[config.mk]
export PLATFORM = sky130hd
export DESIGN_NAME = instruction_fetch
export DESIGN_NICKNAME = d
export VERILOG_FILES = /design/src/rtl/instruction_fetch.sv
export SDC_FILE = /design/constraint.sdc
export NUM_CORES = 1
export LEC_CHECK = 0
export CAP_MARGIN = 20
export CORE_MARGIN = 2
export CORE_UTILIZATION = 52
export CTS_CLUSTER_DIAMETER = 60
export CTS_CLUSTER_SIZE = 14
export DETAILED_ROUTE_END_ITERATION = 8
export GPL_ROUTABILITY_DRIVEN = 0
export MAX_ROUTING_LAYER = met4
export PLACE_DENSITY_LB_ADDON = 0.15
export SLEW_MARGIN = 30
export SYNTH_ARGS = -nofsm -noshare
export SYNTH_HDL_FRONTEND = slang
export SYNTH_SLANG_ARGS = --single-unit
[constraint.sdc]
create_clock -name clk -period 3.1 [get_ports clk]
set_clock_uncertainty 0.1 [all_clocks]
set_input_delay 0.62 -clock clk [delete_from_list [all_inputs] [get_ports clk]]
set_output_delay 0.62 -clock clk [all_outputs]
set_load 0.005 [all_outputs]
[src/rtl/instruction_fetch.sv]
// ---------------------------------------------------------------------------
// instruction_fetch
//   Producer end of the 8-bit instruction interface. Holds the fetch PC,
//   fetches instruction bytes from program memory over a req/ack handshake
//   into a 2-entry prefetch buffer and presents the head entry to the control
//   unit. A redirect flushes the buffer and discards any in-flight fetch.
//
// Ports
//   clk          in   rising-edge clock
//   rstN         in   asynchronous active-low reset
//   memReq       out  fetch request, held with memAddr stable until memAck
//   memAddr      out  fetch address
//   memAck       in   memData valid, completes the current request
//   memData      in   fetched instruction byte
//   inst         out  head instruction (NOP_INST when buffer empty)
//   instAddr     out  address of head instruction (0 when empty)
//   instValid    out  head entry present
//   instTake     in   control unit consumes the head this cycle
//   redirect     in   taken jump/branch this cycle
//   redirectAddr in   new PC when redirect is high
// ---------------------------------------------------------------------------
module instruction_fetch #(
    parameter int          ADDR_W   = 8,
    parameter logic [7:0]  NOP_INST = 8'h00
) (
    input  logic              clk,
    input  logic              rstN,
    output logic              memReq,
    output logic [ADDR_W-1:0] memAddr,
    input  logic              memAck,
    input  logic [7:0]        memData,
    output logic [7:0]        inst,
    output logic [ADDR_W-1:0] instAddr,
    output logic              instValid,
    input  logic              instTake,
    input  logic              redirect,
    input  logic [ADDR_W-1:0] redirectAddr
);

    typedef enum logic [1:0] {
        IDLE = 2'd0,
        REQ  = 2'd1,
        DROP = 2'd2
    } state_t;

    state_t            state_q, state_d;
    logic [ADDR_W-1:0] fetchPc_q, fetchPc_d;
    logic [ADDR_W-1:0] memAddr_q, memAddr_d;
    logic              memReq_q, memReq_d;
    logic [1:0]        count_q, count_d;
    logic [7:0]        bufData_q [2];
    logic [7:0]        bufData_d [2];
    logic [ADDR_W-1:0] bufAddr_q [2];
    logic [ADDR_W-1:0] bufAddr_d [2];

    logic              pop;
    logic [1:0]        cntAfterPop;

    assign pop         = instTake && (count_q != 2'd0);
    assign cntAfterPop = count_q - {1'b0, pop};

    always_comb begin
        state_d   = state_q;
        fetchPc_d = fetchPc_q;
        count_d   = count_q;
        bufData_d = bufData_q;
        bufAddr_d = bufAddr_q;

        if (redirect) begin
            // Flush wins over everything; a same-cycle take is the branch itself.
            count_d   = 2'd0;
            fetchPc_d = redirectAddr;
            case (state_q)
                IDLE:    state_d = REQ;
                REQ:     state_d = memAck ? REQ : DROP;
                DROP:    state_d = memAck ? REQ : DROP;
                default: state_d = IDLE;
            endcase
        end else begin
            // Buffer is a 2-deep shift register; entry 0 is always the head.
            if (pop) begin
                bufData_d[0] = bufData_q[1];
                bufAddr_d[0] = bufAddr_q[1];
            end
            count_d = cntAfterPop;
            case (state_q)
                IDLE: begin
                    if (cntAfterPop < 2'd2) state_d = REQ;
                end
                REQ: begin
                    // In REQ count <= 1, so the tail slot index fits in one bit.
                    if (memAck) begin
                        bufData_d[cntAfterPop[0]] = memData;
                        bufAddr_d[cntAfterPop[0]] = fetchPc_q;
                        count_d   = cntAfterPop + 2'd1;
                        fetchPc_d = fetchPc_q + 1'b1;
                        state_d   = (cntAfterPop + 2'd1 < 2'd2) ? REQ : IDLE;
                    end
                end
                DROP: begin
                    if (memAck) state_d = REQ;
                end
                default: state_d = IDLE;
            endcase
        end

        // A fresh request always targets the next PC; DROP keeps the old address.
        memAddr_d = (state_d == REQ) ? fetchPc_d : memAddr_q;
        memReq_d  = (state_d != IDLE);
    end

    always_ff @(posedge clk or negedge rstN) begin
        if (!rstN) begin
            state_q   <= IDLE;
            fetchPc_q <= '0;
            memAddr_q <= '0;
            memReq_q  <= 1'b0;
            count_q   <= 2'd0;
        end else begin
            state_q   <= state_d;
            fetchPc_q <= fetchPc_d;
            memAddr_q <= memAddr_d;
            memReq_q  <= memReq_d;
            count_q   <= count_d;
        end
    end

    // Buffer payload needs no reset: it is only visible when count_q is non-zero.
    always_ff @(posedge clk) begin
        bufData_q <= bufData_d;
        bufAddr_q <= bufAddr_d;
    end

    assign memReq    = memReq_q;
    assign memAddr   = memAddr_q;
    assign instValid = (count_q != 2'd0);
    assign inst      = instValid ? bufData_q[0] : NOP_INST;
    assign instAddr  = instValid ? bufAddr_q[0] : '0;

endmodule

==> results of run 1 <==
==> where the power goes <==
| part | switching, mW | total (mW) | internal (mW) |
|---|---|---|---|
| registers | 0.0906 | 1.02 | 0.931 |
| logic | 0.355 | 0.845 | 0.490 |
| clock network | 0.218 | 0.374 | 0.156 |
==> worst paths after layout <==
check                                             from                     end  slack (ps)  cells past startpoint
worst max-delay path                          instTake  memAddr[3]$_DFFE_PN0N_         620                      6
worst min-delay path                              rstN  memAddr[4]$_DFFE_PN0N_         150                      1
worst max register to register    state_q[1]$_DFF_PN0_  memAddr[3]$_DFFE_PN0N_         910                      6
worst min register to register  memAddr[7]$_DFFE_PN0N_  memAddr[7]$_DFFE_PN0N_         420                      1
max in group asynchronous                         rstN    count_q[1]$_DFF_PN0_        2430                      1
min in group clk                memAddr[7]$_DFFE_PN0N_  memAddr[7]$_DFFE_PN0N_         420                      1
==> cells by family (layout without fill, tap and decap cells) <==
logic type / after synthesis / in the layout / share of synthesized area (%)
compound gates: 35 / 35 / 8.090
buf+inv: 13 / 64 / 2.531
xor+xnor: 8 / 8 / 2.779
simple gates: 71 / 71 / 13.65
flops: 53 / 53 / 58.96
fa+ha+maj: 5 / 5 / 2.481
mux: 25 / 25 / 11.51
==> layer usage <==
| metal | share of wire [%] | vias up | track usage (%) |
|---|---|---|---|
| met3 | 4.9 | 6 | 4.801 |
| met5 | 0 | - | - |
| li1 | - | 840 | - |
| met2 | 45 | 41 | 26.39 |
| met1 | 49 | 754 | 23.70 |
| met4 | 1.1 | 0 | 5.051 |
==> cell type report <==
type,count,share of cell area (%)
Clock buffer,5,2.197
Inverter,4,0.4794
Clock inverter,3,0.5593
Timing Repair Buffer,52,15.98
Multi-Input combinational cell,144,31.16
Tap cell,54,2.157
Sequential cell,53,47.46
==> cells in the mapped netlist (4+ instances only) <==
master | instances | area [um2]
nor2_1 | 21 | 78.83
a21oi_1 | 18 | 90.09
nor2b_1 | 17 | 106.4
ha_1 | 5 | 62.56
nand2_1 | 18 | 67.56
dfrtp_1 | 21 | 525.5
mux2_4 | 8 | 120.1
mux2i_1 | 17 | 170.2
inv_1 | 4 | 15.01
edfxtp_1 | 32 | 960.9
o21ai_0 | 9 | 45.04
clkbuf_1 | 6 | 22.52
xnor2_1 | 5 | 43.79
==> cell usage in the layout (no fill, tap or decap), types with 2 or more instances in the layout <==
master	netlist	routed
clkdlybuf4s50_1	0	45
edfxtp_1	32	32
nor2_1	21	21
dfrtp_1	21	21
a21oi_1	18	18
nand2_1	18	18
nor2b_1	17	17
mux2i_1	17	17
o21ai_0	9	9
mux2_4	8	8
buf_4	2	6
xnor2_1	5	5
ha_1	5	5
clkbuf_8	0	5
inv_1	4	4
nand4_1	3	3
xor2_1	3	3
a211oi_1	2	2
and3_1	2	2
nor3_1	3	2
or2_2	2	2
==> through the flow <==
step | area, um2 | utilization (%) | hold slack (ps) | total power, mW
floorplan | 2521 | - | 224.4 | 1.578
global placement | 3050 | 65.01 | 403.9 | 1.874
detailed placement | 3050 | 65.01 | 390.6 | 1.887
CTS | 3137 | 66.85 | 422.1 | 2.261
global route | 3132 | 66.75 | 185.3 | 2.383
finish | 3132 | 66.75 | 153.3 | 2.241
==> worst reg2reg max path: stages (launching register included) <==
cell	delay, ps
dfrtp_1	400
inv_1	90
ha_1	230
and2_1	180
a221o_1	340
o211a_1	390
mux2_4	360
==> summary.md, run 1 <==
| Metric | Value |
|---|---|
| Kind of end point of the critical path | `register` |
| Congestion Overflow GR | `0` |
| Slew Viols, Final | `0` |
| Power Dens Cells | `715.4 nW/um2` |
| Max cap viols | `0` |
| Crit-path leading delay family | `compound AO/OA/AOI/OAI gates` |
| Setup bufs post-CTS | `0` |
| Register bit total from synthesis | `53` |
| Leakage | `1.293 nW` |
| PnR worst setup slack | `622.6 ps` |
| Clock-pin slew on the worst setup and hold paths | `90 ps` |
| Total negative slack | `0 ps` |
| Crit path cell chain | `clkdlybuf4s50_1 -> and2b_2 -> xnor2_1 -> a221o_1 -> o211a_1 -> mux2_4` |
| Total Wirelength | `4.314 mm` |
| Vias in the first global route | `1,495` |
| CTS root buf | `clkbuf_8` |
| Worst rel slew slack | `65.28%` |
| Core box area | `4692 um2` |
| Die Ht | `73.63 um` |
| WS Path Type | `in2reg` |
| Final Hold Vio Count | `0` |
| Routed Antenna Nets | `0` |
| Max IR drop VDD | `0.4347 mV` |
| Fin crit period | `2477 ps` |
| Sequential area share after synthesis | `58.96%` |
| Largest net degree at the start of global routing | `34` |
| Row Count | `25` |
| Crit path DAT | `2570 ps` |
| Post-CTS Resized | `0` |
| Post-synth net total | `236` |
| Status | `finished, final reports clean` |
| N_diodes | `0` |
| Max Clk Rate | `403.6 MHz` |
| Final std cells w/o fill | `315` |
| Avg Cell Area, Syn | `12.01 um2` |
| Post-Syn Area | `2521 um2` |
| Io pins | `47` |
| RSZ-0062 raised after global routing | `false` |
| Ys flop type | `edfxtp_1` |
| DIE AREA | `5421 um2` |
| Synth-to-layout area growth | `24.22%` |
| Final setup viols | `0` |
| Mapped Cells | `210` |
| GRT Total Usage | `17.59%` |
| # clock sinks | `53` |
| Crit-path slowest cell | `clkdlybuf4s50_1` |
| 1st-pass router iterations | `4` |
| Worst endpoint required time | `3190 ps` |
| Max stage delay on crit path | `500 ps` |
| Hold Path Class | `in2async` |
| Clock Tree Buf Depth | `2` |
| H-tree Lvls | `2` |
| Nets | `286` |
| CTS tree | `done` |
| Max Fanout on Critical Path | `8` |
| Cells after DPL | `307` |
| Share of cells above drive strength 1 | `10.34%` |
| Drt wl/cell | `13.70 um` |
| Post-cts hold buffer count | `0` |
| Drt via density | `5.210` |
| Register area | `1486 um2` |
| Worst Setup Start Kind | `primary input` |
| Via count | `1,641` |
| YS warnings | `0` |
| Initial Util | `53.73%` |
| Layout fillers | `373` |
| Die X | `73.63 um` |
| DRT iter0 DRCs | `98` |
| IO Port Bufs | `46` |
| Place WS | `303.7 ps` |
| Multi-input gate area | `975.9 um2` |
| Number of flops mapped to enable cells by yosys | `32` |
| Period utilization | `79.92%` |
| CP bufs+invs | `1` |
| Ys async rst share | `39.62%` |
| Antenna violations before repair | `0` |
| Post-DP HPWL | `2.974 mm` |
| First-pass GRT wire length | `7.051 mm` |
| CTS buffer count | `5` |
| Worst skew pair latency | `300 ps` |
| Drt drc | `0` |
| Worst slew pin tran | `518.9 ps` |
| Post-synth cell types | `32` |
Note: power is estimated with default switching activity, not from simulation.
==> run 2, diff against run 1 <==
==> constraint.sdc (replaced) <==
create_clock -name clk -period 2.3 [get_ports clk]
set_clock_uncertainty 0.1 [all_clocks]
set_input_delay 0.46 -clock clk [delete_from_list [all_inputs] [get_ports clk]]
set_output_delay 0.46 -clock clk [all_outputs]
set_load 0.005 [all_outputs]
==> summary.md, run 2 (same netlist as run 1, synthesis figures left out) <==
| Metric | Value |
|---|---|
| Initial Util | `53.73%` |
| Worst slew pin tran | `406.2 ps` |
| Via count | `1,692` |
| RSZ-0062 raised after global routing | `false` |
| WS Path Type | `reg2out` |
| Final Hold Vio Count | `0` |
| DIE AREA | `5421 um2` |
| Post-cts hold buffer count | `0` |
| First-pass GRT wire length | `7.638 mm` |
| Setup bufs post-CTS | `0` |
| Hold Path Class | `in2async` |
| Drt drc | `0` |
| Crit path DAT | `1660 ps` |
| Register area | `1486 um2` |
| Antenna violations before repair | `0` |
| Multi-input gate area | `983.4 um2` |
| Most frequent cells in the layout | `clkdlybuf4s50_1 (46), edfxtp_1 (32), nor2_1 (21), dfrtp_1 (21)` |
| DRT iter0 DRCs | `126` |
| N_diodes | `0` |
| Place WS | `-331.3 ps` |
| Drt via density | `5.222` |
| Drt wl/cell | `14.27 um` |
| Kind of end point of the critical path | `output port` |
| Final setup viols | `0` |
| Vias in the first global route | `1,626` |
| Row Count | `25` |
| Cell area after layout | `3238 um2` |
| Routed Antenna Nets | `0` |
| Total power | `3.106 mW` |
| R2R cell count | `6` |
| Nets | `295` |
| Power Dens Cells | `959.3 nW/um2` |
| Largest net degree at the start of global routing | `33` |
| IO Port Bufs | `46` |
| Crit-path slowest cell | `clkdlybuf4s50_1` |
| Max cap viols | `0` |
| Total Wirelength | `4.624 mm` |
| Share of cells above drive strength 1 | `13.33%` |
| PnR worst setup slack | `79.70 ps` |
| Period utilization | `96.53%` |
| Max Fanout on Critical Path | `17` |
| CTS tree | `done` |
| Congestion Overflow GR | `0` |
| Max IR drop VDD | `0.5888 mV` |
| GRT Total Usage | `19.18%` |
| CP bufs+invs | `2` |
| Worst skew pair latency | `290 ps` |
| H-tree Lvls | `2` |
| Synth-to-layout area growth | `28.44%` |
| Worst rel slew slack | `72.69%` |
| Worst Setup Start Kind | `register` |
| Most common cell after layout, fill and taps aside | `clkdlybuf4s50_1` |
| Status | `finished, final reports clean` |
| Core box area | `4692 um2` |
| Die Ht | `73.63 um` |
| Layout fillers | `393` |
| Crit path cell chain | `nor2_1 -> buf_4 -> nor2b_1 -> clkdlybuf4s50_1` |
| CTS root buf | `clkbuf_8` |
| Max Clk Rate | `450.4 MHz` |
| 1st-pass router iterations | `4` |
| Leakage | `1.340 nW` |
| Crit-path leading delay family | `buffers and inverters` |
| # clock sinks | `53` |
| Clock Tree Buf Depth | `2` |
| Fin crit period | `2220 ps` |
| Worst endpoint required time | `1740 ps` |
| Max stage delay on crit path | `520 ps` |
| Placed inst area | `3143 um2` |
| Final core occ | `69.01%` |
| Die X | `73.63 um` |
| Slew Viols, Final | `0` |
| Post-DP HPWL | `3.173 mm` |
| Total negative slack | `0 ps` |
| CTS buffer count | `5` |
| Clock-pin slew on the worst setup and hold paths | `90 ps` |
| Io pins | `47` |
| Cell count along the critical path | `4` |
-- run 2: cell types whose count changed in the layout (fill, tap and decap cells not counted), sizes merged --
cell,before,now
clkinvlp,1,2
buf,7,15
clkdlybuf4s50,45,46
clkbuf,5,6
clkinv,2,0
-- run 2: per-layer routing --
layer	up-vias	share of wire [%]	track usage [%]
li1	856	-	-
met1	795	45	25.25
met2	35	48	29.56
met3	6	5.0	5.487
met4	0	1.1	4.848
met5	-	0	-
-- run 2: worst paths after layout --
kind | from | end | slack (ps)
min | rstN | memAddr[5]$_DFFE_PN0N_ | 400
min reg2reg | fetchPc_q[7]$_DFF_PN0_ | register | 420
min in group clk | fetchPc_q[7]$_DFF_PN0_ | register | 420
max reg2reg | state_q[1]$_DFF_PN0_ | memAddr[1]$_DFFE_PN0N_ | 230
max | count_q[1]$_DFF_PN0_ | instAddr[1] | 80
max in group asynchronous | rstN | count_q[1]$_DFF_PN0_ | 1490
-- run 2: final cells by class --
| type | instances | share of cell area, % |
|---|---|---|
| Clock buffer | 6 | 2.241 |
| Clock inverter | 2 | 0.4637 |
| Inverter | 4 | 0.4637 |
| Multi-Input combinational cell | 144 | 30.37 |
| Sequential cell | 53 | 45.90 |
| Tap cell | 54 | 2.087 |
| Timing Repair Buffer | 61 | 18.47 |
-- run 2: timing repair --
item                       in CTS  in global routing
cloned                          0                  0
setup endpoints to repair       8                  5
gates resized for setup         1                  1
-- run 2: metrics by stage --
| stage | hold slack, ps | std cells |
|---|---|---|
| 2_1_floorplan | 64.41 | 210 |
| 3_3_place_gp | 396.1 | 316 |
| 3_5_place_dp | 396.5 | 316 |
| 4_1_cts | 402.7 | 324 |
| 5_1_grt | 415.2 | 324 |
| 6_report | 396.4 | 324 |
-- run 2: power by group --
group	switching (mW)	internal, mW	leakage, nW
Combinational	0.507	0.718	0.747
Sequential	0.127	1.26	0.556
Clock	0.285	0.215	0.0374
Total	0.919	2.19	1.34
